File: src/rtl/nh_window_buffer_pkg.sv
// Shared constants for the neighbourhood window buffer: FSM encodings, default widths
// and a width helper that never returns zero.
package nh_window_buffer_pkg;

  localparam int NN_BITWIDTH = 31;

  typedef logic [1:0] nh_state_t;

  localparam nh_state_t ST_FILL = 2'd0;
  localparam nh_state_t ST_EMIT = 2'd1;
  localparam nh_state_t ST_LAST = 2'd2;

  function automatic int clog2_min1(input int n);
    return (n <= 2) ? 1 : $clog2(n);
  endfunction

endpackage

File: src/rtl/nh_line_buffer.sv
// POOL-1 stored rows, banked by column phase so one read returns a full POOL-wide
// column group of every stored row.
module nh_line_buffer
  import nh_window_buffer_pkg::*;
#(
  parameter int DATA_W   = 32,
  parameter int FM_WIDTH = 8,
  parameter int POOL     = 2,
  localparam int GROUPS  = FM_WIDTH / POOL,
  localparam int SLOT_W  = clog2_min1(POOL - 1),
  localparam int PH_W    = clog2_min1(POOL),
  localparam int GRP_W   = clog2_min1(GROUPS),
  localparam int RD_W    = (POOL - 1) * POOL * DATA_W
) (
  input  logic              clock,
  input  logic              wr_en,
  input  logic [SLOT_W-1:0] wr_slot,
  input  logic [PH_W-1:0]   wr_phase,
  input  logic [GRP_W-1:0]  wr_group,
  input  logic [DATA_W-1:0] wr_data,
  input  logic              rd_en,
  input  logic [GRP_W-1:0]  rd_group,
  output logic [RD_W-1:0]   rd_data
);

  genvar gi, gj;
  generate
    for (gi = 0; gi < POOL - 1; gi++) begin : g_slot
      for (gj = 0; gj < POOL; gj++) begin : g_bank
        logic [DATA_W-1:0] mem [GROUPS];
        logic [DATA_W-1:0] rd_reg;

        // One bank per (row slot, column phase): a single write and a registered read.
        always_ff @(posedge clock) begin
          if (wr_en && wr_slot == SLOT_W'(gi) && wr_phase == PH_W'(gj))
            mem[wr_group] <= wr_data;
          if (rd_en)
            rd_reg <= mem[rd_group];
        end

        assign rd_data[(gi*POOL + gj)*DATA_W +: DATA_W] = rd_reg;
      end
    end
  endgenerate

endmodule

File: src/rtl/nh_window_buffer.sv
// Raster pixel stream to non-overlapping POOL x POOL windows, one flattened window per
// output beat, held in a one-deep output register.
module nh_window_buffer
  import nh_window_buffer_pkg::*;
#(
  parameter int DATA_W    = NN_BITWIDTH + 1,
  parameter int FM_WIDTH  = 8,
  parameter int FM_HEIGHT = 8,
  parameter int POOL      = 2,
  localparam int NH_SIZE  = POOL * POOL
) (
  input  logic                      clock,
  input  logic                      reset,
  input  logic [DATA_W-1:0]         in_data,
  input  logic                      in_valid,
  output logic                      in_ready,
  output logic [NH_SIZE*DATA_W-1:0] nh_vector,
  output logic                      out_valid,
  input  logic                      out_ready,
  output logic                      frame_done
);

  localparam int GROUPS = FM_WIDTH / POOL;
  localparam int COL_W  = clog2_min1(FM_WIDTH);
  localparam int ROW_W  = clog2_min1(FM_HEIGHT);
  localparam int PH_W   = clog2_min1(POOL);
  localparam int SLOT_W = clog2_min1(POOL - 1);
  localparam int GRP_W  = clog2_min1(GROUPS);
  localparam int RD_W   = (POOL - 1) * POOL * DATA_W;

  generate
    if (POOL < 2) begin : g_bad_pool
      $error("nh_window_buffer: POOL must be at least 2");
    end
    if (FM_WIDTH % POOL != 0) begin : g_bad_width
      $error("nh_window_buffer: FM_WIDTH must be a multiple of POOL");
    end
    if (FM_HEIGHT % POOL != 0) begin : g_bad_height
      $error("nh_window_buffer: FM_HEIGHT must be a multiple of POOL");
    end
  endgenerate

  logic [COL_W-1:0]  col_reg;
  logic [ROW_W-1:0]  row_reg;
  logic [PH_W-1:0]   col_phase_reg;
  logic [PH_W-1:0]   row_phase_reg;
  logic [GRP_W-1:0]  group_reg;
  nh_state_t         state_reg, state_next;
  logic [DATA_W-1:0] tail_reg [POOL-1];
  logic [NH_SIZE*DATA_W-1:0] nh_vector_reg;
  logic              out_valid_reg;
  logic              frame_done_reg;

  logic accept, consume;
  logic last_row_phase, last_col_phase, col_end, row_end;
  logic complete, final_window, band_end;
  logic [RD_W-1:0]             rd_data;
  logic [(POOL-1)*DATA_W-1:0]  tail_flat;
  logic [NH_SIZE*DATA_W-1:0]   window;

  assign in_ready   = !out_valid_reg || out_ready;
  assign accept     = in_valid && in_ready;
  assign consume    = out_valid_reg && out_ready;
  assign out_valid  = out_valid_reg;
  assign nh_vector  = nh_vector_reg;
  assign frame_done = frame_done_reg;

  assign last_row_phase = (row_phase_reg == PH_W'(POOL - 1));
  assign last_col_phase = (col_phase_reg == PH_W'(POOL - 1));
  assign col_end        = (col_reg == COL_W'(FM_WIDTH - 1));
  assign row_end        = (row_reg == ROW_W'(FM_HEIGHT - 1));
  assign complete       = accept && last_row_phase && last_col_phase;
  assign final_window   = complete && col_end && row_end;
  assign band_end       = complete && col_end && !row_end;

  always_ff @(posedge clock or posedge reset) begin
    if (reset) begin
      col_reg       <= '0;
      row_reg       <= '0;
      col_phase_reg <= '0;
      row_phase_reg <= '0;
      group_reg     <= '0;
    end else if (accept) begin
      if (col_end) begin
        col_reg       <= '0;
        col_phase_reg <= '0;
        group_reg     <= '0;
        row_reg       <= row_end ? '0 : row_reg + ROW_W'(1);
        row_phase_reg <= last_row_phase ? '0 : row_phase_reg + PH_W'(1);
      end else begin
        col_reg       <= col_reg + COL_W'(1);
        col_phase_reg <= last_col_phase ? '0 : col_phase_reg + PH_W'(1);
        group_reg     <= last_col_phase ? group_reg + GRP_W'(1) : group_reg;
      end
    end
  end

  // The stored rows of a group are fetched when the last band row enters that group,
  // so the registered read is ready by the time the window completes.
  nh_line_buffer #(
    .DATA_W   (DATA_W),
    .FM_WIDTH (FM_WIDTH),
    .POOL     (POOL)
  ) u_line_buffer (
    .clock    (clock),
    .wr_en    (accept && !last_row_phase),
    .wr_slot  (row_phase_reg[SLOT_W-1:0]),
    .wr_phase (col_phase_reg),
    .wr_group (group_reg),
    .wr_data  (in_data),
    .rd_en    (accept && last_row_phase && col_phase_reg == '0),
    .rd_group (group_reg),
    .rd_data  (rd_data)
  );

  always_ff @(posedge clock) begin
    if (accept && last_row_phase) begin
      for (int i = 0; i < POOL - 2; i++)
        tail_reg[i] <= tail_reg[i+1];
      tail_reg[POOL-2] <= in_data;
    end
  end

  genvar gi;
  generate
    for (gi = 0; gi < POOL - 1; gi++) begin : g_tail
      assign tail_flat[gi*DATA_W +: DATA_W] = tail_reg[gi];
    end
  endgenerate

  assign window = {in_data, tail_flat, rd_data};

  always_comb begin
    state_next = state_reg;
    case (state_reg)
      ST_FILL: begin
        if (final_window)
          state_next = ST_LAST;
        else if (complete && !col_end)
          state_next = ST_EMIT;
      end
      ST_EMIT: begin
        if (final_window)
          state_next = ST_LAST;
        else if (band_end)
          state_next = ST_FILL;
      end
      ST_LAST: begin
        if (consume)
          state_next = ST_FILL;
      end
      default: state_next = ST_FILL;
    endcase
  end

  always_ff @(posedge clock or posedge reset) begin
    if (reset) begin
      state_reg      <= ST_FILL;
      frame_done_reg <= 1'b0;
    end else begin
      state_reg      <= state_next;
      frame_done_reg <= (state_reg == ST_LAST) && consume;
    end
  end

  // A completion wins over a consume in the same cycle, so back-to-back windows never bubble.
  always_ff @(posedge clock or posedge reset) begin
    if (reset) begin
      nh_vector_reg <= '0;
      out_valid_reg <= 1'b0;
    end else if (complete) begin
      nh_vector_reg <= window;
      out_valid_reg <= 1'b1;
    end else if (consume) begin
      out_valid_reg <= 1'b0;
    end
  end

endmodule

File: config.mk
export PLATFORM = sky130hd
export DESIGN_NAME = nh_window_buffer
export DESIGN_NICKNAME = d
export VERILOG_FILES = /design/src/rtl/nh_window_buffer_pkg.sv /design/src/rtl/nh_line_buffer.sv /design/src/rtl/nh_window_buffer.sv
export SDC_FILE = /design/constraint.sdc
export NUM_CORES = 1
export LEC_CHECK = 0
export ABC_AREA = 1
export CAP_MARGIN = 0
export CORE_UTILIZATION = 45
export DETAILED_ROUTE_END_ITERATION = 10
export DONT_BUFFER_PORTS = 1
export GPL_TIMING_DRIVEN = 0
export PLACE_DENSITY_LB_ADDON = 0.25
export REMOVE_ABC_BUFFERS = 1
export SETUP_SLACK_MARGIN = 0.05
export SYNTH_ARGS = -nofsm -noshare
export SYNTH_HDL_FRONTEND = slang
export SYNTH_SLANG_ARGS = --single-unit
File: constraint.sdc
create_clock -name clock -period 13.28 [get_ports clock]
set_clock_uncertainty 0.2 [all_clocks]
set_input_delay 3.984 -clock clock [delete_from_list [all_inputs] [get_ports clock]]
set_output_delay 3.984 -clock clock [all_outputs]
set_load 0.05 [all_outputs]
; ---- Word-level counts from Yosys, hierarchy flattened
; Memories as Yosys holds them, arrays and structs flattened. A register that Yosys moved wholly into a read port is not among the register bits.
; Cells that the tools add are included.
[op_classes]
n_addsub = 5
reduce_logical = 25
n_mux = 21
eq_ne = 7
bitwise_logic = 2
[ops]
columns = op, n
row1 = 1-bit logical AND, 14
row2 = 2-bit 2-to-1 mux, 7
row3 = 1-bit 2-to-1 mux, 11
row4 = "3-bit by 1-bit adder with 3-bit output, second input constant", 2
row5 = "3-bit equality test, second input constant", 2
row6 = 3-bit 2-to-1 mux, 2
row7 = "3-bit inequality test, second input constant", 2
row8 = 2-bit case mux with 3 select lines, 1
row9 = 1-bit logical NOT, 4
row10 = 2-bit AND reduction, 2
row11 = 2-bit nonzero test, 2
row12 = 3-bit AND reduction, 1
row13 = "1-bit adder, second input constant", 2
row14 = "2-bit by 1-bit adder with 2-bit output, second input constant", 1
row15 = "2-bit by 1-bit equality test with 1-bit output, second input constant", 1
row16 = "2-bit equality test, second input constant", 1
row17 = 2-bit logical NOT, 1
row18 = "2-bit inequality test, second input constant", 1
row19 = 1-bit NOT, 2
row20 = 1-bit logical OR, 1
[totals]
elab_cells = 72
ff_bits = 142
mem_count = 3
ramBits = 288
output_inout_bits = 131
[mem_list]
columns = memory, words, width, rd, rd_clocked_by_memory_dff, wr, line
row1 = u_line_buffer.g_slot[0].g_bank[0].mem, 4, 32, 1, 1, 1, nh_line_buffer.sv:30  ; logic [DATA_W-1:0] mem [GROUPS];
row2 = u_line_buffer.g_slot[0].g_bank[1].mem, 4, 32, 1, 1, 1, nh_line_buffer.sv:30
row3 = tail_reg, 1, 32, 1, 1, 1, nh_window_buffer.sv:49  ; logic [DATA_W-1:0] tail_reg [POOL-1];

; ---- Longest topological paths before layout
; Gate-level depths: netlist of the first run.
[depth]
word_depth = 10
depth_mapped = 8
mapped_depth_nobuf = 8

; ---- By module
; Synthesis of the first run repeated with hierarchy kept, for this count alone.
[unflattened]
hier_cells = 1734
hier_area_um2 = 19187.2
[modules_own_cells]
columns = module, cells_per_inst, area_each_um2, instances
row1 = nh_line_buffer, 1084, 12721.0, 1
row2 = nh_window_buffer, 650, 6466.2, 1

; ---- Least setup slack after synthesis of the first run
; OpenSTA, ideal clock, no wires.
[synth_path]
path_kind = input to output
start = in out_ready
end = out in_ready
arrival_time_ps = 4258
slack_ps = 4838
n_path_buf = 0
required_ps = 9096
cell_stages = 2
cell_sequence = inv_2 -> nand2_2
[synth_between]
elab_chain_cells = 1
[synth_rtl]
columns = item, line
row1 = start: declaration, nh_window_buffer.sv:19  ; input logic out_ready,
row2 = 1-bit logical OR, nh_window_buffer.sv:61  ; assign in_ready = !out_valid_reg || out_ready;
row3 = end: declaration, nh_window_buffer.sv:16  ; output logic in_ready,
; Every way passes these cells.

; ---- Worst setup path after layout of the first run
; Ends and elaborated chain as after synthesis.

==> results of run 1 <==
## logic make-up after synthesis
family          after synthesis  share of synthesized area (%)
buf+inv                      89                           2.65
fa+ha+maj                     8                          0.558
simple gates                552                           11.8
mux                           2                          0.126
flops                       494                           78.7
xor+xnor                      1                         0.0488
compound gates              200                           6.13
## cells in the final DEF, fill, tap and decap left out, types with 2 or more instances in the layout
cell type | synthesis | final
nand3_1 | 6 | 6
o21ai_0 | 131 | 131
nand2_1 | 400 | 400
nor2_4 | 0 | 9
clkinv_1 | 0 | 6
edfxtp_1 | 352 | 352
inv_2 | 3 | 3
a21oi_1 | 2 | 2
clkinv_2 | 0 | 8
o22ai_1 | 64 | 64
clkbuf_1 | 28 | 16
buf_16 | 0 | 7
clkbuf_16 | 0 | 53
inv_1 | 16 | 13
bufinv_16 | 0 | 5
ha_1 | 8 | 8
nor2_1 | 141 | 132
clkbuf_8 | 0 | 5
dfrtp_1 | 142 | 140
buf_12 | 0 | 12
mux2_1 | 2 | 2
inv_6 | 0 | 3
nor3_1 | 2 | 2
## worst paths after layout
kind / end / slack, ns / depth (start not counted)
setup / recovery: in_ready / 4.82 / 2
hold / removal: nh_vector[32] / 0.24 / 2
setup reg to reg: u_line_buffer.g_slot[0].g_bank[1].mem[0][31] / 9.52 / 7
hold reg to reg: nh_vector[32] / 0.24 / 2
max in group asynchronous: group_reg[0] / 8.88 / 2
min in group asynchronous: nh_vector[74] / 3.14 / 1
## area by class of cell
cell class                 count  share of cell area, %
sequential                   494                   69.2
clock buffer                  74                   7.13
timing repair buffer          19                   2.12
clock inverter                22                   1.22
tap                          518                   3.18
inverter                      19                  0.411
multi-input combinational    763                   16.7
## per-stage QoR
stage	std cells	setup WS (ns)	total power (uW)	instance area (sq um)
2_1_floorplan	1276	4.84	3490	17500
3_3_place_gp	1794	3.04	3810	18200
3_5_place_dp	1813	4.82	3870	18700
4_1_cts	1909	4.82	5310	20400
5_1_grt	1909	4.80	5510	20400
6_report	1909	4.82	5250	20400
## metal layers
metal	up-vias	global-route usage, %
met5	-	0
met4	0	5.65
met3	56	3.68
met2	220	31.5
met1	4945	23.6
li1	4667	-
## power by group through the flow
| stage | Sequential (uW) | Clock, uW | Combinational [uW] |
|---|---|---|---|
| floorplan | 2910 | 0 | 580 |
| global placement | 3020 | 0 | 790 |
| detailed placement | 2960 | 0 | 911 |
| CTS | 2930 | 1460 | 913 |
| global route | 2970 | 1510 | 1030 |
| finish | 2930 | 1430 | 894 |
## worst register-to-register path, stage by stage (launching register included)
cell and delay (ns):
dfrtp_4 0.73, buf_16 0.32, inv_4 0.62, buf_16 0.32
ha_1 0.29, inv_1 0.10, nor2_4 0.62, buf_16 0.26
==> results.md, run 1 <==
* EDFF count, synth at 352
* Hold Crit Class: reg -> reg
* Gr usage total at 18.4%
* CP delay by family, top: simple AND/OR/NAND/NOR gates
* Io pins at 167
* Outcome: finished clean
* Critical Path Fanout Max at 3
* Root cell of the clock tree: clkbuf_16
* Diode count at 0
* Cell area after synthesis at 0.0179 sq mm
* Final ANT Viol Nets at 0
* Post-synth top area share at 58.9%
* Power Dens Cells at 258 mW/mm^2
* Initial Utilization at 46.0%
* PortBufs at 0
* Seq/Total Area, Yosys at 78.7%
* Worst-Margin Slew at 0.763 ns
* Logic pwr share at 17.0%
* Maximum clock frequency at 118 MHz
* Clk buf depth at 3
* Max layer used: met4
* Flop pwr share at 55.7%
* GP Congestion at 0.674
* Die Area at 0.0407 sq mm
* Post-synth top cells: 400 x nand2_1, 352 x edfxtp_1, 142 x dfrtp_1
* Worst vdd ir at 0.000143 V
* CTS tree: yes
* RSZ-0062 raised after global routing: no
* Worst Setup Path Type: in -> out
* Mapped Cells at 1,346
* # rows at 72
* Clk slew on worst S/H paths at 0.06 ns
* Hpwl dp at 21.0 mm
* FF+latch count, synth at 494
* Fin crit share at 63.7%
* Main synth FF type: edfxtp_1
* Pleak at 0.00784 uW
* Synth area leader: edfxtp_1
* Clock sinks at 494
* Fraction of layout cells with a size suffix above 1 at 8.20%
* Post-synthesis average cell area at 13.3 sq um
* Grt total ovfl at 0
* WP buf/inv at 1
* H-tree depth at 2
* DR vias at 9,888
* Setup violations, final at 0
* Layout area overhead at 13.7%
* Reg-to-Reg Start: group_reg[0]
* Finished Core Util at 52.3%
* Worst path slowest cell: nand2_2
* Filler Cell Count at 3,223
* Sequential cell area at 0.0141 sq mm
* Core ar. at 0.0390 sq mm
* Min Tclk post-route at 8.46 ns
* Origin of the worst setup path: out_ready
* Largest register FFs at 256
* Yosys cell types at 24
* Hold Crit Start: u_line_buffer.g_slot[0].g_bank[1].rd_reg[0]
* Average wire per standard cell at 19.1 um
* First-pass GRT wire length at 57.4 mm
* Met1 Wirelength at 16.0 mm
* Final net count at 1,392
* Multi-input logic area at 0.00341 sq mm
* Post-route setup TNS at 0 ns
* CP startpoint kind: input port
* Worst Hold Slack at 0.237 ns
* Initial antenna violation count at 0
* Router iterations before antenna repair at 4
* DRT iter0 DRCs at 525
* TritonCTS Buffers at 51
* Die X at 202 um
* Met2 Wirelength at 18.2 mm
* Metal3 WL at 1.66 mm
* Postcts setup bufs at 0
* Warnings from Yosys at 0
* CP peak stage delay at 0.26 ns
* Most frequent cell after synthesis: nand2_1
* Worst relative slew slack at 49.0%
* Cts repair resizes at 0
* WP data required at 9.10 ns
* CP arrival at 4.28 ns
* Number of global-route vias before repair at 10,000
* Vias per Instance at 5.18
* Drt drc at 0
* Sw Ratio at 39.2%
* Clock Power Share at 27.3%
* Max-cap viol count at 0
* Worst skew pair latency at 0.58 ns
* Final Max Tran Viols at 0
* Die Height at 202 um
* Total Wirelength at 36.5 mm
* Hold-fix buffers, CTS at 0
* Post-synth ARST share at 28.7%
* Pin count of the biggest net entering global routing at 80
* Critical Path Sink Type: primary output
* Critical path cell sequence: inv_2, nand2_2
* Final count of hold timing violations at 0
* Internal power at 3190 uW
* P_sw at 2060 uW
* Top cells by area, synth: edfxtp_1 59%, dfrtp_1 20%, nand2_1 8.4%, o21ai_0 3.7%, nor2_1 3.0%
(Power assumes the default switching activity.)
==> inputs of run 2 (changes only) <==
==> constraint.sdc (replaced) <==
create_clock -name clock -period 7.2 [get_ports clock]
set_clock_uncertainty 0.2 [all_clocks]
set_input_delay 2.16 -clock clock [delete_from_list [all_inputs] [get_ports clock]]
set_output_delay 2.16 -clock clock [all_outputs]
set_load 0.05 [all_outputs]
==> results of run 2 <==
The final DEF is identical to that of run 1. Status: finished clean.
Main changes from that run: setup slack after placement 4.82 ns -> 2.39 ns; setup slack after layout 4.82 ns -> 2.39 ns; register-to-register setup slack 9.52 ns -> 3.44 ns; total power 5250 uW -> 9690 uW; worst IR drop on VDD 0.000143 V -> 0.000263 V
==> inputs of run 3 (changes only) <==
==> constraint.sdc (replaced) <==
create_clock -name clock -period 4.2 [get_ports clock]
set_clock_uncertainty 0.2 [all_clocks]
set_input_delay 1.26 -clock clock [delete_from_list [all_inputs] [get_ports clock]]
set_output_delay 1.26 -clock clock [all_outputs]
set_load 0.05 [all_outputs]
==> results of run 3 <==
The final DEF is identical to that of run 1. Status: finished clean.
Main changes from that run: setup slack after placement 4.82 ns -> 0.318 ns; setup slack after layout 4.82 ns -> 0.442 ns; start point of the critical path out_ready -> group_reg[0]; end point of the critical path in_ready -> u_line_buffer.g_slot[0].g_bank[1].mem[0][31]; register-to-register setup slack 9.52 ns -> 0.44 ns; total power 5250 uW -> 16600 uW; worst IR drop on VDD 0.000143 V -> 0.000451 V
